$ cat src/rtl/demux_pkg.sv
// Shared types for the stream demultiplexer: FSM state encoding and drop-counter width.
// The drop counter exists only when DEMUX_DROP_CNT_EN is defined.
package demux_pkg;

    typedef enum logic [1:0] {
        IDLE = 2'd0,
        PKT  = 2'd1,
        DROP = 2'd2
    } demux_state_e;

    localparam int CNT_W = 16;

    // Saturating increment: the counter sticks at all-ones.
    function automatic logic [CNT_W-1:0] sat_inc(input logic [CNT_W-1:0] v);
        return (&v) ? v : v + 1'b1;
    endfunction

endpackage

$ cat src/rtl/stream_demux_hold.sv
// One-entry output holding register: payload, last flag and one-hot valid.
// A load replaces the entry; an accept without a load empties it.
module stream_demux_hold
    import demux_pkg::*;
#(
    parameter int DATA_W  = 8,
    parameter int NUM_OUT = 4
) (
    input  logic               clk,
    input  logic               rst,
    input  logic               load,
    input  logic [DATA_W-1:0]  load_data,
    input  logic               load_last,
    input  logic [NUM_OUT-1:0] load_onehot,
    input  logic [NUM_OUT-1:0] out_ready,
    output logic [DATA_W-1:0]  out_data,
    output logic               out_last,
    output logic [NUM_OUT-1:0] out_valid,
    output logic               accept
);

    logic [DATA_W-1:0]  data_q, data_d;
    logic               last_q, last_d;
    logic [NUM_OUT-1:0] valid_q, valid_d;

    assign accept = |(valid_q & out_ready);

    // A load on the same cycle as an accept refills without a bubble.
    always_comb begin
        data_d  = data_q;
        last_d  = last_q;
        valid_d = valid_q;
        if (load) begin
            data_d  = load_data;
            last_d  = load_last;
            valid_d = load_onehot;
        end else if (accept) begin
            valid_d = '0;
        end
    end

    always_ff @(posedge clk or posedge rst) begin
        if (rst) begin
            data_q  <= '0;
            last_q  <= 1'b0;
            valid_q <= '0;
        end else begin
            data_q  <= data_d;
            last_q  <= last_d;
            valid_q <= valid_d;
        end
    end

    assign out_data  = data_q;
    assign out_last  = last_q;
    assign out_valid = valid_q;

endmodule

$ cat src/rtl/stream_demux.sv
// 1-to-NUM_OUT packet demultiplexer: the first beat's in_sel locks the destination for the packet.
// Define DEMUX_DROP_CNT_EN to add the saturating drop_count output.
module stream_demux
    import demux_pkg::*;
#(
    parameter int DATA_W  = 8,
    parameter int NUM_OUT = 4,
    parameter int SEL_W   = 2
) (
    input  logic               clk,
    input  logic               rst,
    input  logic [DATA_W-1:0]  in_data,
    input  logic [SEL_W-1:0]   in_sel,
    input  logic               in_last,
    input  logic               in_valid,
    output logic               in_ready,
    output logic [DATA_W-1:0]  out_data,
    output logic               out_last,
    output logic [NUM_OUT-1:0] out_valid,
    input  logic [NUM_OUT-1:0] out_ready
`ifdef DEMUX_DROP_CNT_EN
    ,
    output logic [CNT_W-1:0]   drop_count
`endif
);

    // Valid/ready: a beat moves on in_valid && in_ready, or out_valid[i] && out_ready[i].
    // in_ready never depends on in_valid; a held beat stays stable until accepted.

    demux_state_e       state_q, state_d;
    logic [SEL_W-1:0]   dest_q, dest_d;
    logic [SEL_W-1:0]   load_dest;
    logic [NUM_OUT-1:0] load_onehot;
    logic               out_accept;
    logic               in_fire;
    logic               sel_ok;
    logic               load;
    logic               drop_first;

    assign in_ready = (state_q == DROP) || ~|out_valid || out_accept;
    assign in_fire  = in_valid && in_ready;
    assign sel_ok   = int'(in_sel) < NUM_OUT;

    always_comb begin
        state_d    = state_q;
        dest_d     = dest_q;
        load       = 1'b0;
        load_dest  = dest_q;
        drop_first = 1'b0;
        if (in_fire) begin
            case (state_q)
                IDLE: begin
                    if (sel_ok) begin
                        load      = 1'b1;
                        load_dest = in_sel;
                        dest_d    = in_sel;
                        state_d   = in_last ? IDLE : PKT;
                    end else begin
                        drop_first = 1'b1;
                        state_d    = in_last ? IDLE : DROP;
                    end
                end
                PKT: begin
                    load = 1'b1;
                    if (in_last) state_d = IDLE;
                end
                DROP: begin
                    if (in_last) state_d = IDLE;
                end
                default: state_d = IDLE;
            endcase
        end
    end

    always_comb begin
        load_onehot = '0;
        for (int i = 0; i < NUM_OUT; i++) begin
            load_onehot[i] = (load_dest == SEL_W'(i));
        end
    end

    always_ff @(posedge clk or posedge rst) begin
        if (rst) begin
            state_q <= IDLE;
            dest_q  <= '0;
        end else begin
            state_q <= state_d;
            dest_q  <= dest_d;
        end
    end

    stream_demux_hold #(
        .DATA_W  (DATA_W),
        .NUM_OUT (NUM_OUT)
    ) u_hold (
        .clk         (clk),
        .rst         (rst),
        .load        (load),
        .load_data   (in_data),
        .load_last   (in_last),
        .load_onehot (load_onehot),
        .out_ready   (out_ready),
        .out_data    (out_data),
        .out_last    (out_last),
        .out_valid   (out_valid),
        .accept      (out_accept)
    );

`ifdef DEMUX_DROP_CNT_EN
    logic [CNT_W-1:0] drop_cnt_q, drop_cnt_d;

    // Counted once per dropped packet, on its first beat.
    always_comb begin
        drop_cnt_d = drop_cnt_q;
        if (drop_first) drop_cnt_d = sat_inc(drop_cnt_q);
    end

    always_ff @(posedge clk or posedge rst) begin
        if (rst) drop_cnt_q <= '0;
        else     drop_cnt_q <= drop_cnt_d;
    end

    assign drop_count = drop_cnt_q;
`else
    logic unused_drop_first;
    assign unused_drop_first = drop_first;
`endif

endmodule
$ cat config.mk
export PLATFORM = sky130hd
export DESIGN_NAME = stream_demux
export DESIGN_NICKNAME = d
export VERILOG_FILES = /design/src/rtl/demux_pkg.sv /design/src/rtl/stream_demux_hold.sv /design/src/rtl/stream_demux.sv
export SDC_FILE = /design/constraint.sdc
export NUM_CORES = 1
export LEC_CHECK = 0
export BUFFER_PORTS_ARGS = -buffer_cell sky130_fd_sc_hd__buf_2
export CORE_MARGIN = 5
export CORE_UTILIZATION = 45
export DETAILED_ROUTE_END_ITERATION = 10
export PLACE_DENSITY = 0.76
export SYNTH_ARGS = -nofsm -noshare
export SYNTH_HDL_FRONTEND = slang
export SYNTH_SLANG_ARGS = --single-unit
$ cat constraint.sdc
create_clock -name clk -period 2.3 [get_ports clk]
set_clock_uncertainty 0.15 [all_clocks]
set_input_delay 0.575 -clock clk [delete_from_list [all_inputs] [get_ports clk]]
set_output_delay 0.575 -clock clk [all_outputs]
set_load 0.005 [all_outputs]
-- Yosys cells after proc, flatten, opt, wreduce, memory -nomap -nowiden
Index checks and enable logic that the tools add are counted.
- bits in registers: 17
- input port bits: 18
- output and inout bits: 14
- word-level logic and storage cells: 33
- equality and inequality tests: 6
- muxes and demuxes: 9
- bitwise operators: 1
- reduce and logical (&&, ||, !) cells: 12
- operators by type and width (operator ; count):
    $mux W4 ; 2
    $reduce_or A4 Y1 ; 2
    $eq A2 B2 Y1 const B ; 3
    $mux W2 ; 3
    $and A4 B4 Y4 ; 1
    $eq A2 B1 Y1 const B ; 2
    $logic_not A2 Y1 ; 2
    $pmux W2 S2 ; 1
    $reduce_or A2 Y1 ; 2
    $mux W1 ; 3
    $logic_or A1 B1 Y1 ; 2
    $ne A2 B1 Y1 const B ; 1
    $reduce_and A2 Y1 ; 1
    $reduce_bool A2 Y1 ; 1
    $logic_and A1 B1 Y1 ; 1
    $logic_not A1 Y1 ; 1

-- Logic depth before layout (Yosys ltp)
Gate-level depths: netlist (run 1).
- depth in word-level cells: 8
- gate-level depth with buffers: 4
- depth with buffers taken out: 3

-- Hierarchy
Synthesis (run 1) repeated with hierarchy kept, for this count alone.
- cells, all modules: 65
- area total of the unflattened synthesis: 840.8 um^2
- modules (own cells, without submodules) (module ; instances ; cells an instance ; area each (um^2) ; seq. area each (um^2)):
    stream_demux_hold ; 1 ; 40 ; 575.6 ; 325.3
    stream_demux ; 1 ; 25 ; 265.3 ; 75.1

-- Worst setup path after synthesis (run 1)
OpenSTA, ideal clock, no wires.
- kind: input port to output port
- start point: in out_ready[2]
- end point: out in_ready
- arrival time: 1.292 ns
- data required time: 1.575 ns
- setup slack: 0.283 ns
- stages on the path: 2
- path buffers: 0
- cells stage by stage: a22o_1 > or3_2
- word-level cells in the longest chain between the ends: 3
- ends and longest elaborated chain (what ; line ; RTL):
    start: declaration ; stream_demux.sv:20 ; input logic [NUM_OUT-1:0] out_ready
    $and A4 B4 Y4 ; stream_demux_hold.sv:26 ; assign accept = |(valid_q & out_ready);
    $reduce_or A4 Y1 ; stream_demux_hold.sv:26 ;
    $logic_or A1 B1 Y1 ; stream_demux.sv:40 ; assign in_ready = (state_q == DROP) || ~|out_valid || out_accept;
    end: declaration ; stream_demux.sv:16 ; output logic in_ready,
No other way between the ends.

-- Final worst setup path (run 1)
- start point: reg u_hold.valid_q[2] (netlist: u_hold.out_valid[2])
- end point: out in_ready
- word-level cells in the longest chain between the ends: 4
- elaborated cells between the ends (all ways): 6
- classes of those cells: bitwise: 1; reduce/logical: 5
- ends and longest elaborated chain (what ; line ; RTL):
    start: declaration ; stream_demux_hold.sv:24 ; logic [NUM_OUT-1:0] valid_q, valid_d;
    start signal: assignment ; stream_demux_hold.sv:50 ; valid_q <= valid_d;
    $reduce_or A4 Y1 ; stream_demux.sv:40 ;
    $logic_not A1 Y1 ; stream_demux.sv:40 ;
    $logic_or A1 B1 Y1 ; stream_demux.sv:40 ;
    $logic_or A1 B1 Y1 * ; stream_demux.sv:40 ;
Every way passes the cells marked *; elsewhere a longest branch is shown, timed or not.

==> metrics.md, run 1 <==
| Metric | Value |
|---|---|
| Status | complete, no violations |
| Row cnt | 14 |
| Starting DRT DRC Count | 4 |
| Max stage delay on crit path | 440 ps |
| Drt wl/cell | 14.39 microns |
| Die Width | 50.64 microns |
| Area Growth Syn to Fin | 33.67% |
| Largest net degree at the start of global routing | 17 |
| Required time of the critical path | 1570 ps |
| Initial antenna violation count | 0 |
| Part of the cycle the worst path needs | 95.33% |
| Power share of the sequential group | between 30 and 40% |
| Count leader, synth | dfrtp_1 |
| Post-route minimum period | 2193 ps |
| Ranking of synthesized cells by area | dfrtp_1 54%, mux2_2 12%, mux2_4 10% |
| Worst R2R End | u_hold.out_data[4]$_DFFE_PP0P_ |
| #FFs+latches synth | 16 |
| Die area | between 2000 and 3000 sq um |
| Yosys cell types | 14 |
| Detail Route Antenna Nets | 0 |
| Clock power frac | 13.2% |
| Syn nets | 68 |
| Int Pwr | around 0.00095 W |
| Worst-Skew Late Latency | 290 ps |
| Crit end category | output pin |
| Via count | 542 |
| Worst slew margin relative to its limit | 60.74% |
| Synth top area share | 53.87% |
| Starting Density | 48.21% |
| Tot Pwr | around 0.0014 W |
| Vias in the first global route | 540 |
| Final Wtd Congestion | a little under 0.7 |
| NetSw | 0.0004568 W |
| Crit path arrival time | 1470 ps |
| Max Fclk | 456.1 MHz |
| YS warnings | 0 |
| Clock buffer count from CTS | 3 |
| Synth Flop Type | dfrtp_1 |
| Slew Viols, Final | 0 |
| CTS sink count | 16 |
| Logic pwr share | between 40 and 50% |
| Drt total wl | 1511 microns |
| PortBufs | 31 |
| Setup violators final | 0 |
| FF-to-FF Start | u_hold.out_valid[2]$_DFFE_PP0P_ |
| Die Y | 50.64 microns |
| Worst Tran Pin Value | ~600 ps |
| RSZ-0062 raised after global routing | false |
| Worst path slowest cell | dfrtp_2 |
| Clock buffer depth | 2 |
| Min-Delay Path Class | in -> async |
| Ant diodes | 0 |
| Worst Reg-to-Reg Cells | 5 |
| Final nets | 108 |
| Post-synth design cell area | 743.2 sq um |
| Clk root buf | clkbuf_4 |
| Layout cells sized above 1 | between 60% and 70% |
| Post-synthesis sequential area ratio | 53.87% |
| Drt via density | 5.162 |
| R2R setup slack | 410 ps |
| CP startpoint | u_hold.out_valid[2]$_DFFE_PP0P_ |
| CP Max Fanout | 4 |
| Remaining routing DRC violations | 0 |
| Clock-pin slew on the worst setup and hold paths | ~90 ps |
| CTS tree | built |
| Async SR Flop Fraction | 100.0% |
| First-pass DRT Iterations | 2 |
| CP cell instances | a22o_1 -> or3_4 -> buf_6 |
| Startpoint types | flip-flop |
| Mapped Cells | 50 |
| Overflow after GRT | 0 |
| Maximum vdd drop | just over 700 uV |
| Leading area contributor after synthesis | dfrtp_1 |
| Switching Fraction | 32.49% |
| Total core area | between 1500 and 2000 sq um |
| Avg Cell Area, Syn | 14.86 sq um |
| First-pass GRT wire length | between 2000 and 2500 microns |
| Overall Global Routing Usage | 13.15% |
| Leakage | 0.5122 nW |
| Max cap viols | 0 |
| Ports | 32 |
| CP Class | reg -> out |
| CTS H-tree depth | 1 |
| Number of enable flip-flop cells after synthesis | 0 |
| Power Dens Cells | 1415 nW/um^2 |
| Post-synth top cells | 16 x dfrtp_1, 8 x mux2_2, 5 x mux2_4 |
| Sum Neg Setup Slack | 0 ps |
| Final Hold Vio Count | 0 |
| HPWL Detailed | ~1100 microns |
-- worst max-delay path: cells and delay by family, from the launching register on --
family / cells / cell delay (ps)
buffers and inverters: 1 / 120
AOI/OAI and AO/OA: 1 / 250
and+or+nand+nor: 1 / 370
DFF: 1 / 440
-- stage by stage --
step / instances / instance area [sq um] / utilization (%) / setup WS, ps / hold slack (ps)
finish: 105 / 993.5 / 64.45 / 107.4 / 179.9
global route: 105 / 993.5 / 64.45 / 42.02 / 225.6
CTS: 103 / 967.2 / 62.74 / 6.543 / 199.2
detailed placement: 99 / 929.6 / 60.31 / 96.71 / 339.9
global placement: 99 / 929.6 / 60.31 / 115.4 / 332.1
floorplan: 50 / 743.2 / - / 283.5 / 338.7
-- area by class of cell --
type,count,area [sq um]
fillers,126,548.0
flip-flops and latches,16,402.9
multi-input cells,30,320.3
repair buffers,37,206.4
clock buffers,4,36.28
well taps,16,20.02
inverters,2,7.507
-- layout by cell type (no fill, tap or decap) --
cell type and n:
buf_2 30, o31ai_4 1, clkbuf_8 1, a22o_1 2, mux2_2 8, nor2_1 1
o2bb2ai_1 4, or3_4 1, dfrtp_2 2, mux2i_1 3, nand2_1 4, nor4_4 1
mux2_4 5, inv_1 2, buf_6 1, dfrtp_1 14, clkbuf_4 3, buf_4 6
-- per-layer routing --
layer | global-route usage (%) | routed length, microns | up-vias
met1 | 15.41 | 590 | 256
li1 | - | - | 260
met4 | 7.660 | 29 | 0
met5 | 0 | 0 | -
met2 | 20.04 | 772 | 23
met3 | 5.325 | 120 | 3
-- how the worst max path moves through the flow --
stage | endpoint | cells past startpoint | slack (ps)
after floorplan | in_ready | 2 | 280
after global placement | in_ready | 4 | 120
after detailed placement | in_ready | 4 | 100
after CTS | in_ready | 3 | 7
after global routing | in_ready | 3 | 40
final | in_ready | 3 | 110
-- flip-flops by register name, indices dropped and copies added, names as in the netlist --
signal,flops
dest_q,2
state_q,1
u_hold.out_data,8
u_hold.out_last,1
u_hold.out_valid,4
-- what timing repair did --
item	CTS	global route
hold buffers	0	0
gates resized for setup	1	3
setup endpoints to repair	1	1
pin swaps	0	1
setup buffers	0	2
-- power by group through the flow --
stage	logic, W	clock network [W]	registers, W
2_1_floorplan	0.000441	0	0.000519
3_3_place_gp	0.000626	0	0.000522
3_5_place_dp	0.000642	0	0.000533
4_1_cts	0.000647	0.000192	0.000532
5_1_grt	0.000763	0.000211	0.000540
6_report	0.000700	0.000186	0.000520
-- logic make-up (layout without fill, tap and decap cells) --
kind of cell | count (synthesis) | after routing | synth area share (%)
simple gates | 7 | 7 | 6.397
mux | 16 | 16 | 26.26
flops | 16 | 16 | 53.87
buf+inv | 4 | 43 | 3.535
compound gates | 7 | 7 | 9.933
(Power assumes the default switching activity.)
==> run 2, diff against run 1 <==
--- a/config.mk
+++ b/config.mk
@@ -8,7 +8,10 @@
 export BUFFER_PORTS_ARGS = -buffer_cell sky130_fd_sc_hd__buf_2
 export CORE_MARGIN = 5
 export CORE_UTILIZATION = 45
+export CTS_BUF_LIST = sky130_fd_sc_hd__clkbuf_8 sky130_fd_sc_hd__clkbuf_16
 export DETAILED_ROUTE_END_ITERATION = 10
+export GPL_ROUTABILITY_DRIVEN = 0
+export GPL_TIMING_DRIVEN = 0
 export PLACE_DENSITY = 0.76
 export SYNTH_ARGS = -nofsm -noshare
 export SYNTH_HDL_FRONTEND = slang
==> run 2 against run 1 <==
Against the previous run: worst setup slack lost 51 ps; worst hold slack improved by 53 ps; wire length shrank 6.9%; cell count down 3.8%; utilization decreased by 0.97 points; combinational power down 6.6%; first-iteration DRC count is 75% lower; critical endpoint unchanged; count of clock-buffer cells in the layout down 1; final area shrank 1.5%; highest routed layer unchanged; critical path type unchanged.
==> metrics.md, run 2 (synthesized netlist as in run 1, its figures left out) <==
| Metric | Value |
|---|---|
| Initial antenna violation count | 0 (unchanged) |
| Vias in the first global route | 539 (was 540) |
| Clock power frac | 14.8% (was 13.2%) |
| Remaining routing DRC violations | 0 (unchanged) |
| Die Width | 50.64 microns (unchanged) |
| CTS H-tree depth | 1 (unchanged) |
| CP Class | reg -> out (unchanged) |
| Die Y | 50.64 microns (unchanged) |
| Row cnt | 14 (unchanged) |
| Sum Neg Setup Slack | 0 ps (unchanged) |
| Starting DRT DRC Count | 1 (was 4) |
| Number of flip-flops in the largest register | 8 (unchanged) |
| Switching Fraction | 32.06% (was 32.49%) |
| Buf+Inv Stages, Crit Path | 1 (unchanged) |
| Overflow after GRT | 0 (unchanged) |
| Crit path arrival time | 1520 ps (was 1470 ps) |
| NetSw | 0.0004388 W (was 0.0004568 W) |
| Clk root buf | clkbuf_8 (was clkbuf_4) |
| Tot Pwr | 0.001369 W (was 0.001406 W) |
| Logic pwr share | 47.8% (was 49.8%) |
| Most frequent cells in the layout | 31 x buf_2, 14 x dfrtp_1, 8 x mux2_2 (was 30 x buf_2, 14 x dfrtp_1, 8 x mux2_2) |
| CP Max Fanout | 4 (unchanged) |
| Status | complete, no violations (unchanged) |
| Int Pwr | 0.0009301 W (was 0.0009493 W) |
| Leakage | 0.4991 nW (was 0.5122 nW) |
| Final Hold Vio Count | 0 (unchanged) |
| Final nets | 105 (was 108) |
| Setup violators final | 0 (unchanged) |
| Worst path slowest cell | dfrtp_2 (unchanged) |
| Max Fclk | 445.6 MHz (was 456.1 MHz) |
| Crit end category | output pin (unchanged) |
| HPWL Detailed | 1095 microns (was 1137 microns) |
| Clock buffer count from CTS | 3 (unchanged) |
| Worst Tran Pin Value | 584.4 ps (was 588.3 ps) |
| Clock buffer depth | 2 (unchanged) |
| Ports | 32 (unchanged) |
| Worst slew margin relative to its limit | 61.00% (was 60.74%) |
| Required time of the critical path | 1570 ps (about the same) |
| Detail Route Antenna Nets | 0 (unchanged) |
| Total core area | 1541 sq um (unchanged) |
| Largest net degree at the start of global routing | 17 (unchanged) |
| CTS sink count | 16 (unchanged) |
| First-pass DRT Iterations | 2 (unchanged) |
| Startpoint types | flip-flop (unchanged) |
| Drt wl/cell | 13.92 microns (was 14.39 microns) |
| FF-to-FF Start | u_hold.out_valid[3]$_DFFE_PP0P_ (was u_hold.out_valid[2]$_DFFE_PP0P_) |
| RSZ-0062 raised after global routing | false (unchanged) |
| Most common library cell in the layout ignoring fill and taps | buf_2 (unchanged) |
| Hold_buf cts | 0 (unchanged) |
| CTS tree | built (unchanged) |
| Power Dens Cells | 1399 nW/um^2 (was 1415 nW/um^2) |
| Starting Density | 48.21% (unchanged) |
| First-pass GRT wire length | 2346 microns (was 2490 microns) |
| Max cap viols | 0 (unchanged) |
| Slew Viols, Final | 0 (unchanged) |
| CP cell instances | a22o_4 -> or3_2 -> buf_2 (was a22o_1 -> or3_4 -> buf_6) |
| Overall Global Routing Usage | 11.79% (was 13.15%) |
| Drt total wl | 1406 microns (was 1511 microns) |
| PortBufs | 31 (unchanged) |
| Area Growth Syn to Fin | 31.65% (was 33.67%) |
| Power share of the sequential group | 37.5% (was 37.0%) |
| Ant diodes | 0 (unchanged) |
| Layout cells sized above 1 | 64.71% (was 66.29%) |
| Max stage delay on crit path | 450 ps (was 440 ps) |
| CP startpoint | u_hold.out_valid[3]$_DFFE_PP0P_ (was u_hold.out_valid[2]$_DFFE_PP0P_) |
| Part of the cycle the worst path needs | 97.57% (was 95.33%) |
| Die area | 2564 sq um (unchanged) |
| Drt via density | 5.198 (was 5.162) |
| Worst-Skew Late Latency | 240 ps (was 290 ps) |
| Via count | 525 (was 542) |
| Post-route minimum period | 2244 ps (was 2193 ps) |
| CP delay by family, top | flip-flops (unchanged) |
| Min-Delay Path Class | in -> async (unchanged) |
| Maximum vdd drop | 769.2 uV (was 705.3 uV) |
| Clock-pin slew on the worst setup and hold paths | 60 ps (was 90 ps) |
run 2: through the flow:
step | hold WS, ps | util (%) | area [sq um] | setup slack, ps | instances
2_1_floorplan | 338.7 | - | 743.2 | 283.5 | 50
6_report | 232.7 | 63.47 | 978.4 | 55.99 | 101
3_5_place_dp | 336.6 | 59.58 | 918.4 | 53.72 | 97
5_1_grt | 322.0 | 63.47 | 978.4 | 22.09 | 101
4_1_cts | 259.4 | 62.26 | 959.7 | 13.39 | 100
3_3_place_gp | 332.3 | 59.58 | 918.4 | 54.36 | 97
run 2: per-layer routing:
| layer | GRT usage [%] | part of all wire (%) | up-vias |
|---|---|---|---|
| met5 | 0 | 0 | - |
| met4 | 5.106 | 1.2 | 0 |
| met3 | 2.367 | 7.3 | 2 |
| met2 | 18.39 | 47 | 22 |
| met1 | 15.74 | 44 | 248 |
| li1 | - | - | 253 |
run 2: what timing repair did:
action / 4_1_cts / 5_1_grt
gates resized for setup: 0 / 3
buffers inserted: 0 / 1
endpoints found under the setup margin: 0 / 1
run 2: cell type report:
type	instances	area, sq um
Buffer	2	18.77
Clock buffer	3	41.29
Fill cell	134	563.0
Inverter	2	7.507
Multi-Input combinational cell	30	325.3
Sequential cell	16	402.9
Tap cell	16	20.02
Timing Repair Buffer	32	162.7
run 2: final timing paths:
kind	to	slack, ps	cells past startpoint
setup / recovery	in_ready	60	3
hold / removal	u_hold.out_data[7]$_DFFE_PP0P_	230	2
setup reg to reg	u_hold.out_data[2]$_DFFE_PP0P_	390	4
hold reg to reg	u_hold.out_data[0]$_DFFE_PP0P_	350	1
max in group asynchronous	u_hold.out_valid[3]$_DFFE_PP0P_	1350	2
min in group clk	u_hold.out_data[0]$_DFFE_PP0P_	350	1
run 2: power by group through the flow:
stage | combinational [W] | sequential (W) | clock [W]
after floorplan | 0.000441 | 0.000519 | 0
after global placement | 0.000633 | 0.000508 | 0
after detailed placement | 0.000643 | 0.000517 | 0
after CTS | 0.000648 | 0.000513 | 0.000209
after global routing | 0.000720 | 0.000531 | 0.000220
final | 0.000654 | 0.000513 | 0.000202
